## config.mk

```make
export PLATFORM = sky130hd
export DESIGN_NAME = load_enable_ctrl
export DESIGN_NICKNAME = d
export VERILOG_FILES = /design/src/rtl/lab_ctrl_pkg.sv /design/src/rtl/sync_debounce.sv /design/src/rtl/load_enable_ctrl.sv
export SDC_FILE = /design/constraint.sdc
export NUM_CORES = 1
export LEC_CHECK = 0
export ABC_AREA = 0
export CORE_ASPECT_RATIO = 1.25
export CORE_MARGIN = 2
export CORE_UTILIZATION = 46
export DETAILED_ROUTE_END_ITERATION = 10
export HOLD_SLACK_MARGIN = 0.12
export PLACE_DENSITY = 0.76
export RECOVER_POWER = 25
export SYNTH_ARGS = -nofsm -noshare
export SYNTH_HDL_FRONTEND = slang
export SYNTH_HIERARCHICAL = 1
export SYNTH_SLANG_ARGS = --single-unit
```

## constraint.sdc

```tcl
create_clock -name clk -period 1.4 [get_ports clk]
set_input_delay 0.28 -clock clk [delete_from_list [all_inputs] [get_ports clk]]
set_output_delay 0.28 -clock clk [all_outputs]
set_load 0.02 [all_outputs]
```

## src/rtl/lab_ctrl_pkg.sv

```systemverilog
// Shared types and defaults for the decade-counter load/enable front-end.
package lab_ctrl_pkg;

  typedef enum logic [1:0] {
    IDLE = 2'd0,
    PEND = 2'd1,
    FIRE = 2'd2,
    HOLD = 2'd3
  } load_st_e;

  localparam int DIV_DEF         = 4;
  localparam int DB_CYCLES_DEF   = 8;
  localparam int SYNC_STAGES_DEF = 2;

  // Value the downstream decade counter takes when Load and Enable coincide
  localparam logic [3:0] CNT_LOAD_VAL = 4'd10;

endpackage

```

## src/rtl/sync_debounce.sv

```systemverilog
// Multi-flop synchroniser followed by a saturating-agreement debouncer.
module sync_debounce #(
  parameter int SYNC_STAGES = 2,
  parameter int DB_CYCLES   = 8
) (
  input  logic i_clk,
  input  logic i_rst_n,
  input  logic i_raw,
  output logic o_level
);

  localparam int            CW       = $clog2(DB_CYCLES + 1);
  localparam logic [CW-1:0] CNT_LAST = CW'(DB_CYCLES - 1);

  logic [SYNC_STAGES-1:0] r_sync;
  logic [CW-1:0]          r_cnt;
  logic                   r_level;
  logic                   w_sync;

  assign w_sync  = r_sync[SYNC_STAGES-1];
  assign o_level = r_level;

  // The level flips on the DB_CYCLES-th consecutive disagreeing sample
  always_ff @(posedge i_clk or negedge i_rst_n) begin
    if (!i_rst_n) begin
      r_sync  <= '0;
      r_cnt   <= '0;
      r_level <= 1'b0;
    end else begin
      r_sync <= {r_sync[SYNC_STAGES-2:0], i_raw};
      if (w_sync == r_level) begin
        r_cnt <= '0;
      end else if (r_cnt == CNT_LAST) begin
        r_level <= w_sync;
        r_cnt   <= '0;
      end else begin
        r_cnt <= r_cnt + CW'(1);
      end
    end
  end

endmodule

```

## src/rtl/load_enable_ctrl.sv

```systemverilog
// Load/Enable front-end for the decade down-counter: debounced inputs,
// prescaled Enable ticks, one Load per press. `STEP_MODE_EN adds Step_btn.
module load_enable_ctrl
  import lab_ctrl_pkg::*;
#(
  parameter int DIV         = DIV_DEF,
  parameter int DB_CYCLES   = DB_CYCLES_DEF,
  parameter int SYNC_STAGES = SYNC_STAGES_DEF
) (
  input  logic clk,
  input  logic Clear_n,
  input  logic Load_btn,
  input  logic Run_sw,
`ifdef STEP_MODE_EN
  input  logic Step_btn,
`endif
  output logic Enable,
  output logic Load,
  output logic Load_pend
);

  localparam int            PW       = $clog2(DIV);
  localparam logic [PW-1:0] PRE_TERM = PW'(DIV - 1);

  logic          w_load_db;
  logic          w_run_db;
  logic          w_step;
  logic          w_tick;
  logic          w_fire_nxt;
  load_st_e      r_state;
  load_st_e      w_state_nxt;
  logic [PW-1:0] r_pre;
  logic          r_load_q;
  logic          r_en;
  logic          r_load;

  sync_debounce #(.SYNC_STAGES(SYNC_STAGES), .DB_CYCLES(DB_CYCLES)) u_load_db (
    .i_clk(clk), .i_rst_n(Clear_n), .i_raw(Load_btn), .o_level(w_load_db)
  );

  sync_debounce #(.SYNC_STAGES(SYNC_STAGES), .DB_CYCLES(DB_CYCLES)) u_run_db (
    .i_clk(clk), .i_rst_n(Clear_n), .i_raw(Run_sw), .o_level(w_run_db)
  );

`ifdef STEP_MODE_EN
  logic w_step_db;
  logic r_step_q;

  sync_debounce #(.SYNC_STAGES(SYNC_STAGES), .DB_CYCLES(DB_CYCLES)) u_step_db (
    .i_clk(clk), .i_rst_n(Clear_n), .i_raw(Step_btn), .o_level(w_step_db)
  );

  always_ff @(posedge clk or negedge Clear_n) begin
    if (!Clear_n) r_step_q <= 1'b0;
    else          r_step_q <= w_step_db;
  end

  // Steps only count while stopped; a step landing on FIRE merges into its Enable
  assign w_step = w_step_db & ~r_step_q & ~w_run_db;
`else
  assign w_step = 1'b0;
`endif

  assign w_tick     = w_run_db && (r_pre == PRE_TERM);
  assign w_fire_nxt = (r_state == PEND);

  always_comb begin
    w_state_nxt = r_state;
    case (r_state)
      IDLE:    if (w_load_db && !r_load_q) w_state_nxt = PEND;
      PEND:    w_state_nxt = FIRE;
      FIRE:    w_state_nxt = HOLD;
      HOLD:    if (!w_load_db) w_state_nxt = IDLE;
      default: w_state_nxt = IDLE;
    endcase
  end

  // FIRE restarts the prescaler so the next tick is a full DIV cycles away
  always_ff @(posedge clk or negedge Clear_n) begin
    if (!Clear_n) begin
      r_state  <= IDLE;
      r_pre    <= '0;
      r_load_q <= 1'b0;
      r_en     <= 1'b0;
      r_load   <= 1'b0;
    end else begin
      r_state  <= w_state_nxt;
      r_load_q <= w_load_db;
      r_load   <= w_fire_nxt;
      r_en     <= w_fire_nxt | w_tick | w_step;
      if (w_fire_nxt || !w_run_db || w_tick) r_pre <= '0;
      else                                   r_pre <= r_pre + PW'(1);
    end
  end

  assign Enable    = r_en;
  assign Load      = r_load;
  assign Load_pend = (r_state == PEND);

endmodule

```

==> run metrics <==
Port Buffers=6; internal power=1.334 mW; Die X-Extent=between 40 and 50 um; Worst IR Drop VDD=between 1 and 1.5 mV; Post-synth EDFFs=0; n_diodes=0; Slew Limit Fails=0; grt met1 use=0.1663; post-synthesis net count=75; DR vias=between 400 and 500; final period utilization=0.9684; part of the power in combinational logic=0.397; initial core utilization=0.4948; top-area cell type share of the netlist area=0.5874; RSZ-0062 raised after global routing=yes; Max FO, Critical Path=2; Ports=7; first-pass GRT wire length=between 2000 and 2500 um; vias in the first global route=520; Fmax achieved=between 700 and 800 MHz; Residual DRC=0; Post-Layout Cell Count=97; Root Driver=clkbuf_4; Commonest cells post-synth=21 x dfrtp_1, 8 x ha_1, 5 x inv_1, 4 x nor2_1, 4 x xnor2_1; area leader, netlist=dfrtp_1; Core ar.=1808 sq um; GRT Total Usage=0.1298; gr busiest metal=met2; met2 usage=0.2065; Total Nets Final=between 90 and 100; Cells after Synth=63; WHS=approximately 0.36 ns; Core Rows=17; Leakage=about 0.51 nW; mapped cell area=894.6 sq um; Worst Tran Pin Value=between 0.4 and 0.5 ns; Synth Flop Type=dfrtp_1; Slew HR=0.6721; Worst-Skew Late Latency=a little under 0.3 ns; hold_buf cts=0; final setup fails=0; Area Overhead vs Synth=17.76%; post-synthesis sequential area ratio=0.5874; Antenna Nets Post-Route=0; Synth Warn #=6; pin count of the biggest net entering global routing=22; total CTS buffers=3; Post CTS Setup Buffer Count=0; CTS tree=done; Max Root-Sink Buffers=2; met3 Use GR=0.02048; pre-CTS setup slack=-0.09014 ns; die outline height=~53 um; Final WS setup=0.04420 ns; Hold Crit Class=flop to flop; status=finished clean; Setup Skew=between 0.001 and 0.0015 ns; initial antenna violation count=0; dominant cells by area after synthesis=dfrtp_1 59%, ha_1 11%, xnor2_1 3.9%; async set-reset flop share out of synthesis=1.000; gpl congestion=approximately 0.64; Final min period=around 1.4 ns; Netlist cell types=19; Arrival @ worst endpoint=between 1 and 1.5 ns; Overflow after GRT=0; Max Cap Violations=0; PD cells=~1900 nW/um^2; CP Capture Type=output port; Clock power frac=0.135; part of the power in registers=0.468; DP Area=about 1000 sq um; most frequent cell after synthesis=dfrtp_1; Sink Count=21; Placed Cells=93; Synth Register Bits=21; Setup CP Type=flop to output port; mean post-synth cell area=around 14 sq um; setup TNS=0 ns; Post-Route WL=between 1000 and 1500 um; Startpoint Class=flop; Post-Layout Inst Area=approximately 1100 sq um; die area=2316 sq um; Sw Ratio=0.3345; Psw=roughly 0.67 mW; first-pass iteration count of the detailed router=3; H-tree levels=1; DP HPWL=about 880 um; drt first-iter violations=4; Routed WL per cell=~12 um; fraction of layout cells with a size suffix above 1=0.3205; clock slew at reported path FFs=~0.10 ns; Via density=around 5.1; Worst EP required=roughly 1.1 ns; final-report hold violation count=0
-- flip-flops by register name, indices dropped and copies added, names as in the netlist --
signal	cells
Enable	1
Load	1
r_load_q	1
r_pre	2
r_state	2
u_load_db/o_level	1
u_load_db/r_cnt	4
u_load_db/r_sync	2
u_run_db/o_level	1
u_run_db/r_cnt	4
u_run_db/r_sync	2
-- power groups by stage --
| stage | combinational [mW] | sequential [mW] | clock, mW |
|---|---|---|---|
| global placement | 0.717 | 0.929 | 0 |
| finish | 0.795 | 0.938 | 0.270 |
| CTS | 0.719 | 0.933 | 0.288 |
| floorplan | 0.432 | 0.955 | 0 |
| detailed placement | 0.746 | 0.947 | 0 |
| global route | 0.898 | 0.970 | 0.309 |
-- worst max-delay path, stage by stage, from the launching register on --
cell,delay [ns]
dfrtp_1,0.42
inv_2,0.07
ha_2,0.17
buf_4,0.14
-- cells in the final DEF (no fill, tap or decap) --
cell	instances
dlygate4sd3_1	3
nand2_1	1
nor3b_2	2
buf_4	4
inv_1	3
dlygate4sd2_1	2
clkbuf_4	3
nand3b_1	2
clkbuf_1	1
nor2b_1	2
a22oi_2	1
ha_2	3
a21oi_1	1
nand2b_1	1
buf_6	1
and3_1	1
mux2i_2	1
clkbuf_2	1
ha_1	5
and4_2	2
nand4b_1	2
a211oi_2	2
mux2_4	3
nor2_1	4
inv_2	2
xnor2_1	4
dfrtp_1	21
-- cell families after synthesis --
group,share of synthesized area
xor gates and xnor gates,0.03916
buffers and inverters,0.02098
AOI/OAI and AO/OA,0.04754
DFF,0.5874
muxes,0.05734
and+or+nand+nor,0.1357
adders and majority gates,0.1119
-- timing repair --
item,4_1_cts,5_1_grt
pin swaps,1,1
setup endpoints to repair,4,3
resized for setup,6,9
-- stage by stage --
step / power, mW / utilization
3_5_place_dp: 1.693 / 0.5619
5_1_grt: 2.176 / 0.5827
2_1_floorplan: 1.387 / -
4_1_cts: 1.940 / 0.5723
6_report: 2.004 / 0.5827
3_3_place_gp: 1.647 / 0.5619
-- layer usage --
| metal | vias up | wire length [um] |
|---|---|---|
| met5 | - | 0 |
| met4 | 0 | 10 |
| met3 | 2 | 34 |
| met2 | 5 | 625 |
| met1 | 246 | 532 |
| li1 | 246 | - |
-- path summary, 6_finish.rpt --
check                                    from  slack, ns                  to  depth (start not counted)
max in group asynchronous             Clear_n       0.60   u_load_db/o_level                          2
setup / recovery                   r_state[1]       0.04           Load_pend                          3
setup reg to reg                   r_state[1]       0.06          r_state[1]                          4
hold / removal             u_run_db/r_sync[0]       0.36  u_run_db/r_sync[1]                          0
min in group asynchronous             Clear_n       0.47   u_run_db/r_cnt[2]                          2
hold reg to reg            u_run_db/r_sync[0]       0.36  u_run_db/r_sync[1]                          0
-- layout make-up --
| class | instances | area (sq um) |
|---|---|---|
| flip-flops and latches | 21 | 525.5 |
| well taps | 19 | 23.77 |
| inverters | 5 | 18.77 |
| multi-input cells | 37 | 365.4 |
| fillers | 154 | 754.5 |
| repair buffers | 11 | 93.84 |
| clock buffers | 4 | 26.28 |
(Power assumes the default switching activity.)
